===== config.mk =====
export PLATFORM = sky130hd
export DESIGN_NAME = vga_timing_gen
export DESIGN_NICKNAME = d
export VERILOG_FILES = /design/src/rtl/vga_timing_pkg.sv /design/src/rtl/vga_axis_counter.sv /design/src/rtl/vga_timing_gen.sv
export SDC_FILE = /design/constraint.sdc
export NUM_CORES = 1
export LEC_CHECK = 0
export CAP_MARGIN = 30
export CORE_ASPECT_RATIO = 0.75
export CORE_MARGIN = 1
export CORE_UTILIZATION = 55
export CTS_CLUSTER_DIAMETER = 40
export DETAILED_ROUTE_END_ITERATION = 10
export PLACE_DENSITY = 0.8
export RECOVER_POWER = 50
export REMOVE_ABC_BUFFERS = 1
export SLEW_MARGIN = 25
export SYNTH_ARGS = -nofsm -noshare
export SYNTH_HDL_FRONTEND = slang
export SYNTH_SLANG_ARGS = --single-unit

===== constraint.sdc =====
create_clock -name i_clk -period 5 [get_ports i_clk]
set_input_delay 1.25 -clock i_clk [delete_from_list [all_inputs] [get_ports i_clk]]
set_output_delay 1.25 -clock i_clk [all_outputs]
set_load 0.1 [all_outputs]

===== src/rtl/vga_timing_pkg.sv =====
// Shared timing constants, axis phase type and total helper for the VGA raster generator.
package vga_timing_pkg;

  // 640x480@60 defaults
  localparam int unsigned DEF_H_ACTIVE   = 640;
  localparam int unsigned DEF_H_FP       = 16;
  localparam int unsigned DEF_H_SYNC     = 96;
  localparam int unsigned DEF_H_BP       = 48;
  localparam int unsigned DEF_V_ACTIVE   = 480;
  localparam int unsigned DEF_V_FP       = 10;
  localparam int unsigned DEF_V_SYNC     = 2;
  localparam int unsigned DEF_V_BP       = 33;
  localparam bit          DEF_H_SYNC_POL = 1'b0;
  localparam bit          DEF_V_SYNC_POL = 1'b0;

  typedef enum logic [1:0] {
    ACTIVE = 2'd0,
    FRONT  = 2'd1,
    SYNC   = 2'd2,
    BACK   = 2'd3
  } axis_phase_t;

  function automatic int unsigned axis_total(input int unsigned act, input int unsigned fp,
                                             input int unsigned sw, input int unsigned bp);
    return act + fp + sw + bp;
  endfunction

endpackage


===== src/rtl/vga_axis_counter.sv =====
// One raster axis: 16-bit position counter plus ACTIVE/FRONT/SYNC/BACK phase FSM.
// o_phase and o_sync_window describe the state entered on this step, so callers can register them.
module vga_axis_counter #(
  parameter int unsigned ACTIVE = 640,
  parameter int unsigned FP     = 16,
  parameter int unsigned SYNC   = 96,
  parameter int unsigned BP     = 48
) (
  input  logic                        i_clk,
  input  logic                        i_rst_n,
  input  logic                        i_step,
  output logic [15:0]                 o_count,
  output vga_timing_pkg::axis_phase_t o_phase,
  output logic                        o_wrap,
  output logic                        o_sync_window
);

  localparam int unsigned TOTAL   = vga_timing_pkg::axis_total(ACTIVE, FP, SYNC, BP);
  localparam logic [15:0] LAST    = 16'(TOTAL - 1);
  localparam logic [15:0] B_FRONT = 16'(ACTIVE);
  localparam logic [15:0] B_SYNC  = 16'(ACTIVE + FP);
  localparam logic [15:0] B_BACK  = 16'(ACTIVE + FP + SYNC);

  generate
    if (ACTIVE == 0 || FP == 0 || SYNC == 0 || BP == 0 || TOTAL > 65535) begin : g_bad_timing
      $error("vga_axis_counter: zero-length interval or total above 65535");
    end
  endgenerate

  logic [15:0]                 count_q, count_d;
  vga_timing_pkg::axis_phase_t phase_q, phase_d;

  assign o_wrap = (count_q == LAST);

  // Phase follows the next count, so FSM and counter always agree after the edge.
  always_comb begin
    count_d = count_q;
    phase_d = phase_q;
    if (i_step) begin
      count_d = o_wrap ? 16'd0 : count_q + 16'd1;
      case (phase_q)
        vga_timing_pkg::ACTIVE: if (count_d == B_FRONT) phase_d = vga_timing_pkg::FRONT;
        vga_timing_pkg::FRONT:  if (count_d == B_SYNC)  phase_d = vga_timing_pkg::SYNC;
        vga_timing_pkg::SYNC:   if (count_d == B_BACK)  phase_d = vga_timing_pkg::BACK;
        vga_timing_pkg::BACK:   if (count_d == 16'd0)   phase_d = vga_timing_pkg::ACTIVE;
        default:                phase_d = vga_timing_pkg::BACK;
      endcase
    end
  end

  always_ff @(posedge i_clk or negedge i_rst_n) begin
    if (!i_rst_n) begin
      count_q <= LAST;
      phase_q <= vga_timing_pkg::BACK;
    end else begin
      count_q <= count_d;
      phase_q <= phase_d;
    end
  end

  assign o_count       = count_q;
  assign o_phase       = phase_d;
  assign o_sync_window = (phase_d == vga_timing_pkg::SYNC);

endmodule


===== src/rtl/vga_timing_gen.sv =====
// VGA raster timing generator: pixel coordinates, syncs, data-enable and line/frame markers.
// Define VGA_TIMING_SYNC_DLY_EN to delay every marker (not o_x/o_y) by one extra pixel step.
module vga_timing_gen
  import vga_timing_pkg::*;
#(
  parameter int unsigned H_ACTIVE   = DEF_H_ACTIVE,
  parameter int unsigned H_FP       = DEF_H_FP,
  parameter int unsigned H_SYNC     = DEF_H_SYNC,
  parameter int unsigned H_BP       = DEF_H_BP,
  parameter int unsigned V_ACTIVE   = DEF_V_ACTIVE,
  parameter int unsigned V_FP       = DEF_V_FP,
  parameter int unsigned V_SYNC     = DEF_V_SYNC,
  parameter int unsigned V_BP       = DEF_V_BP,
  parameter bit          H_SYNC_POL = DEF_H_SYNC_POL,
  parameter bit          V_SYNC_POL = DEF_V_SYNC_POL
) (
  input  logic        i_clk,
  input  logic        i_rst_n,
  input  logic        i_pix_en,
  output logic [15:0] o_x,
  output logic [15:0] o_y,
  output logic        o_h_sync,
  output logic        o_v_sync,
  output logic        o_de,
  output logic        o_line_start,
  output logic        o_frame_start
);

  localparam logic HS_OFF = ~H_SYNC_POL;
  localparam logic VS_OFF = ~V_SYNC_POL;

  logic        h_wrap, v_wrap, h_sync_win, v_sync_win, v_step;
  axis_phase_t h_phase, v_phase;

  assign v_step = i_pix_en & h_wrap;

  vga_axis_counter #(
    .ACTIVE (H_ACTIVE),
    .FP     (H_FP),
    .SYNC   (H_SYNC),
    .BP     (H_BP)
  ) u_h_axis (
    .i_clk         (i_clk),
    .i_rst_n       (i_rst_n),
    .i_step        (i_pix_en),
    .o_count       (o_x),
    .o_phase       (h_phase),
    .o_wrap        (h_wrap),
    .o_sync_window (h_sync_win)
  );

  vga_axis_counter #(
    .ACTIVE (V_ACTIVE),
    .FP     (V_FP),
    .SYNC   (V_SYNC),
    .BP     (V_BP)
  ) u_v_axis (
    .i_clk         (i_clk),
    .i_rst_n       (i_rst_n),
    .i_step        (v_step),
    .o_count       (o_y),
    .o_phase       (v_phase),
    .o_wrap        (v_wrap),
    .o_sync_window (v_sync_win)
  );

  logic de_d, hs_d, vs_d, ls_d, fs_d;

  assign de_d = (h_phase == ACTIVE) && (v_phase == ACTIVE);
  assign hs_d = h_sync_win ? H_SYNC_POL : HS_OFF;
  assign vs_d = v_sync_win ? V_SYNC_POL : VS_OFF;
  assign ls_d = h_wrap;
  assign fs_d = h_wrap & v_wrap;

  logic de_q, hs_q, vs_q, ls_q, fs_q;

  always_ff @(posedge i_clk or negedge i_rst_n) begin
    if (!i_rst_n) begin
      de_q <= 1'b0;
      hs_q <= HS_OFF;
      vs_q <= VS_OFF;
      ls_q <= 1'b0;
      fs_q <= 1'b0;
    end else begin
      if (i_pix_en) begin
        de_q <= de_d;
        hs_q <= hs_d;
        vs_q <= vs_d;
      end
`ifdef VGA_TIMING_SYNC_DLY_EN
      // Start markers held as levels here; the delay stage turns them into pulses.
      if (i_pix_en) begin
        ls_q <= ls_d;
        fs_q <= fs_d;
      end
`else
      ls_q <= i_pix_en & ls_d;
      fs_q <= i_pix_en & fs_d;
`endif
    end
  end

`ifdef VGA_TIMING_SYNC_DLY_EN
  logic de_dly_q, hs_dly_q, vs_dly_q, ls_dly_q, fs_dly_q;

  always_ff @(posedge i_clk or negedge i_rst_n) begin
    if (!i_rst_n) begin
      de_dly_q <= 1'b0;
      hs_dly_q <= HS_OFF;
      vs_dly_q <= VS_OFF;
      ls_dly_q <= 1'b0;
      fs_dly_q <= 1'b0;
    end else begin
      if (i_pix_en) begin
        de_dly_q <= de_q;
        hs_dly_q <= hs_q;
        vs_dly_q <= vs_q;
      end
      ls_dly_q <= i_pix_en & ls_q;
      fs_dly_q <= i_pix_en & fs_q;
    end
  end

  assign o_de          = de_dly_q;
  assign o_h_sync      = hs_dly_q;
  assign o_v_sync      = vs_dly_q;
  assign o_line_start  = ls_dly_q;
  assign o_frame_start = fs_dly_q;
`else
  assign o_de          = de_q;
  assign o_h_sync      = hs_q;
  assign o_v_sync      = vs_q;
  assign o_line_start  = ls_q;
  assign o_frame_start = fs_q;
`endif

endmodule


==> impl_summary.log <==
[metrics] peak clock frequency supported by timing: 0.267 GHz
[metrics] minimum clock period: 3.75 ns
[metrics] Clock Skews: 0.0166 ns
[metrics] via total after detailed routing: 2805
[metrics] effective utilization at floorplan: 0.590
[metrics] die area: 5730 um2
[metrics] flip-flop cell with the highest count after synthesis: dfrtp_1
[metrics] source of the worst register-to-register timing path: u_h_axis.o_count[1]$_DFFE_PN1P_
[metrics] maximum number of pins on one net before global-route repair: 42
[metrics] Final Hold Fails: 0
[metrics] dpl hpwl: 5180 um
[metrics] Mapped Area: 2990 um2
[metrics] Yosys warning count: 0
[metrics] mean instance size in the synthesized netlist: 8.78 um2
[metrics] combinational family with the most area after synthesis: simple AND/OR/NAND/NOR gates
[metrics] Setup TNS: 0 ns
[metrics] total number of clock tree sinks: 41
[metrics] pin slew with the least headroom to its limit: 2.13 ns
[metrics] Crit. End Element: register
[metrics] diodes inserted: 0
[metrics] Yosys reg bits: 41
[metrics] critical hold path startpoint: o_h_sync$_DFFE_PN1P_
[metrics] total I/O pin count: 40
[metrics] antenna violations before repair: 0
[metrics] Filler Cell Count: 409
[metrics] growth of design area from synthesis to finish: 15.5%
[metrics] worst-path cell with the longest stage delay: clkbuf_1
[metrics] critical path cell sequence: dlygate4sd3_1, clkbuf_1, o2111ai_1, a2111oi_2, nor3b_1, a211o_1, o32ai_2
[metrics] wire per inst: 17.3 um
[metrics] biggest fanout along the worst timing path: 23
[metrics] post-synthesis adder-cell area fraction: 0.0126
[metrics] status: finished with violations
[metrics] endpoint of the worst register-to-register path: o_v_sync$_DFFE_PN1P_
[metrics] WHS Endpoint: o_h_sync$_DFFE_PN1P_
[metrics] maximum level of the CTS H-tree: 2
[metrics] register area share after synthesis: 0.350
[metrics] distinct cell type count after synthesis: 61
[metrics] maximum buffer depth of the clock tree: 2
[metrics] clk slew on worst S/H paths: 0.07 ns
[metrics] total wirelength of the detailed-routed design: 7510 um
[metrics] reg-to-reg setup timing slack: 1.29 ns
[metrics] global-route wire length before repair: 12300 um
[metrics] buffer cell driving the clock tree root: clkbuf_8
[metrics] first drt pass iteration count: 5
[metrics] post-route fraction of the period consumed by the critical path: 0.750
[metrics] required time at the endpoint of the critical path: 5.20 ns
[metrics] grt total ovfl: 0
[metrics] number of post-CTS setup repair buffers: 0
[metrics] Core ar.: 5060 um2
[metrics] unrepaired setup endpoints after global routing: false
[metrics] worst max-slew margin expressed relative to the limit: -0.421
[metrics] IR Drop Worst-Case VDD: 201 uV
[metrics] power density over the cells: 316 nW/um2
[metrics] share of the core filled with cells: 0.681
[metrics] R2R depth: 9
[metrics] Leakage Power: 0.00128 uW
[metrics] number of global-route vias before repair: 2403
[metrics] proportion of synthesized flip-flops having asynchronous set or reset: 1.00
[metrics] clock tree from TritonCTS: done
[metrics] worst hold path type: reg2reg
[metrics] number of enable flip-flop cells after synthesis: 0
[metrics] FP Rows: 22
[metrics] All-Layer GR Usage: 0.281
[metrics] Mapped Cells: 340
[metrics] count of maximum capacitance violations: 1
[metrics] Worst EP arrival: 3.95 ns
[metrics] die extent in x: 87.1 um
[metrics] violated checks: capacitance limit, slew limit
[metrics] violation count after the first detailed-routing iteration: 317
[metrics] count of buffers from port buffering: 39
[metrics] share of cells above drive strength 1: 0.122
[metrics] DRC violations left: 0
[metrics] height of the die: 65.8 um
[metrics] Antenna Nets Post-Route: 0
[metrics] compound-gate portion of the synthesized area: 0.150
[metrics] share of cell area taken by muxes after synthesis: 0.0243
[metrics] critical path class: in2reg
[metrics] XOR/XNOR share of the synthesized area: 0.0880
[metrics] net count of the finished layout: 366
[metrics] delay of the slowest cell on the worst path: 0.81 ns
[metrics] number of buffers inserted during clock tree synthesis: 5
[metrics] Skew-Pair Late Insertion Delay: 0.30 ns
[metrics] Resize count post-CTS: 0
[metrics] average via count per standard cell: 6.48
[metrics] Startpoint Class: input pin
[metrics] fraction of the mapped netlist area in simple logic gates: 0.315
[metrics] max-slew violation count: 42
[metrics] total of hold buffers inserted after clock tree synthesis: 0
[metrics] global placer's final weighted congestion: 0.898
[metrics] number of setup violations in the final report: 0
[metrics] commonest non-fill, non-tap cells in the layout: 37 x nand2_1, 37 x clkdlybuf4s50_1, 25 x dfrtp_1
[metrics] cell depth of the worst min-delay path: 2
==> worst max-delay path, delay by kind of cell <==
kind / cells / cell delay (ns)
buffers and inverters: 2 / 1.38
AOI/OAI and AO/OA: 4 / 1.22
and+or+nand+nor: 1 / 0.09
==> registers in the layout (all words and copies together) (netlist names) <==
name              flops
o_v_sync              1
u_h_axis.o_count     16
u_h_axis.phase_q      2
u_v_axis.o_count     16
o_line_start          1
o_de                  1
o_frame_start         1
u_v_axis.phase_q      2
o_h_sync              1
==> routing by layer <==
layer / routed length (um) / global-route usage / vias up / part of all wire
li1: - / - / 1295 / -
met2: 3190 / 0.382 / 168 / 0.42
met5: 0 / 0 / - / 0
met1: 3560 / 0.452 / 1329 / 0.47
met4: 73 / 0.0676 / 0 / 0.0097
met3: 692 / 0.0512 / 13 / 0.092
==> synth_stat cells (2+ instances only) <==
| cell | number | share of area |
|---|---|---|
| o31a_1 | 4 | 0.012 |
| o31ai_1 | 8 | 0.020 |
| and4_1 | 2 | 0.0059 |
| nor3_2 | 2 | 0.0067 |
| mux2i_1 | 5 | 0.017 |
| buf_4 | 3 | 0.0075 |
| xnor2_1 | 20 | 0.059 |
| nor4bb_1 | 2 | 0.0067 |
| or3_1 | 2 | 0.0042 |
| nor4_1 | 8 | 0.017 |
| nand4b_1 | 4 | 0.012 |
| clkbuf_1 | 7 | 0.0088 |
| dfstp_2 | 16 | 0.14 |
| nor3_1 | 16 | 0.027 |
| o21ai_0 | 21 | 0.035 |
| nor2_1 | 17 | 0.021 |
| a31o_2 | 2 | 0.0059 |
| inv_1 | 10 | 0.013 |
| xor2_1 | 10 | 0.029 |
| nor4b_1 | 4 | 0.012 |
| buf_2 | 17 | 0.028 |
| o32ai_2 | 2 | 0.011 |
| and3_1 | 8 | 0.017 |
| a21oi_1 | 7 | 0.012 |
| o311ai_0 | 2 | 0.0059 |
| a21o_1 | 2 | 0.0050 |
| a31oi_1 | 2 | 0.0042 |
| nand3_1 | 22 | 0.037 |
| ha_1 | 3 | 0.013 |
| or4_1 | 3 | 0.0075 |
| a211o_1 | 2 | 0.0059 |
| nand4_4 | 2 | 0.014 |
| nand3_2 | 2 | 0.0067 |
| dfrtp_1 | 25 | 0.21 |
| nand4_1 | 12 | 0.025 |
| mux2_2 | 2 | 0.0075 |
| o2111ai_1 | 3 | 0.0088 |
| or2_1 | 2 | 0.0042 |
| nand2_1 | 37 | 0.047 |
==> final cells by class <==
| cell class | count | area (um2) | share of cell area |
|---|---|---|---|
| Timing Repair Buffer | 41 | 393 | 0.114 |
| Clock buffer | 7 | 86.3 | 0.0250 |
| Multi-Input combinational cell | 260 | 1760 | 0.511 |
| Sequential cell | 41 | 1050 | 0.303 |
| Tap cell | 72 | 90.1 | 0.0261 |
| Clock inverter | 1 | 30.0 | 0.00871 |
| Inverter | 11 | 41.3 | 0.0120 |
==> cell families (layout without fill, tap and decap cells) <==
group | Yosys count | in the layout
AND/OR/NAND/NOR | 157 | 157
AO/OA/AOI/OAI | 63 | 63
flip-flops | 41 | 41
buffers and inverters | 39 | 60
XOR/XNOR | 30 | 30
multiplexers | 7 | 7
adder cells (fa/ha/maj) | 3 | 3
==> per-stage QoR <==
stage	instances	setup slack (ns)	instance area [um2]	power [uW]	hold slack, ns
after floorplan	312	1.62	2850	712	0.521
after global placement	424	1.39	3330	797	0.480
after detailed placement	424	1.32	3330	808	0.486
after CTS	432	1.48	3450	1090	0.499
after global routing	433	1.05	3450	1130	0.520
final	433	1.25	3450	1090	0.491
==> power breakdown <==
group	internal, uW	total, uW	switching (uW)
Clock	163	281	118
Combinational	104	368	264
Sequential	367	439	72.5
==> worst max-delay path by stage <==
| stage | slack (ns) | startpoint | depth (start not counted) | end |
|---|---|---|---|---|
| 2_1_floorplan | 1.62 | u_v_axis.o_count[1]$_DFFE_PN0P_ | 8 | o_v_sync$_DFFE_PN1P_ |
| 3_3_place_gp | 1.39 | i_pix_en | 8 | o_v_sync$_DFFE_PN1P_ |
| 3_5_place_dp | 1.32 | i_pix_en | 8 | o_v_sync$_DFFE_PN1P_ |
| 4_1_cts | 1.48 | u_h_axis.o_count[5]$_DFFE_PN0P_ | 1 | o_x[5] |
| 5_1_grt | 1.05 | u_h_axis.o_count[1]$_DFFE_PN1P_ | 9 | o_v_sync$_DFFE_PN1P_ |
| 6_report | 1.25 | i_pix_en | 7 | o_de$_DFFE_PN0P_ |
Power figures use the tool's default switching activity.
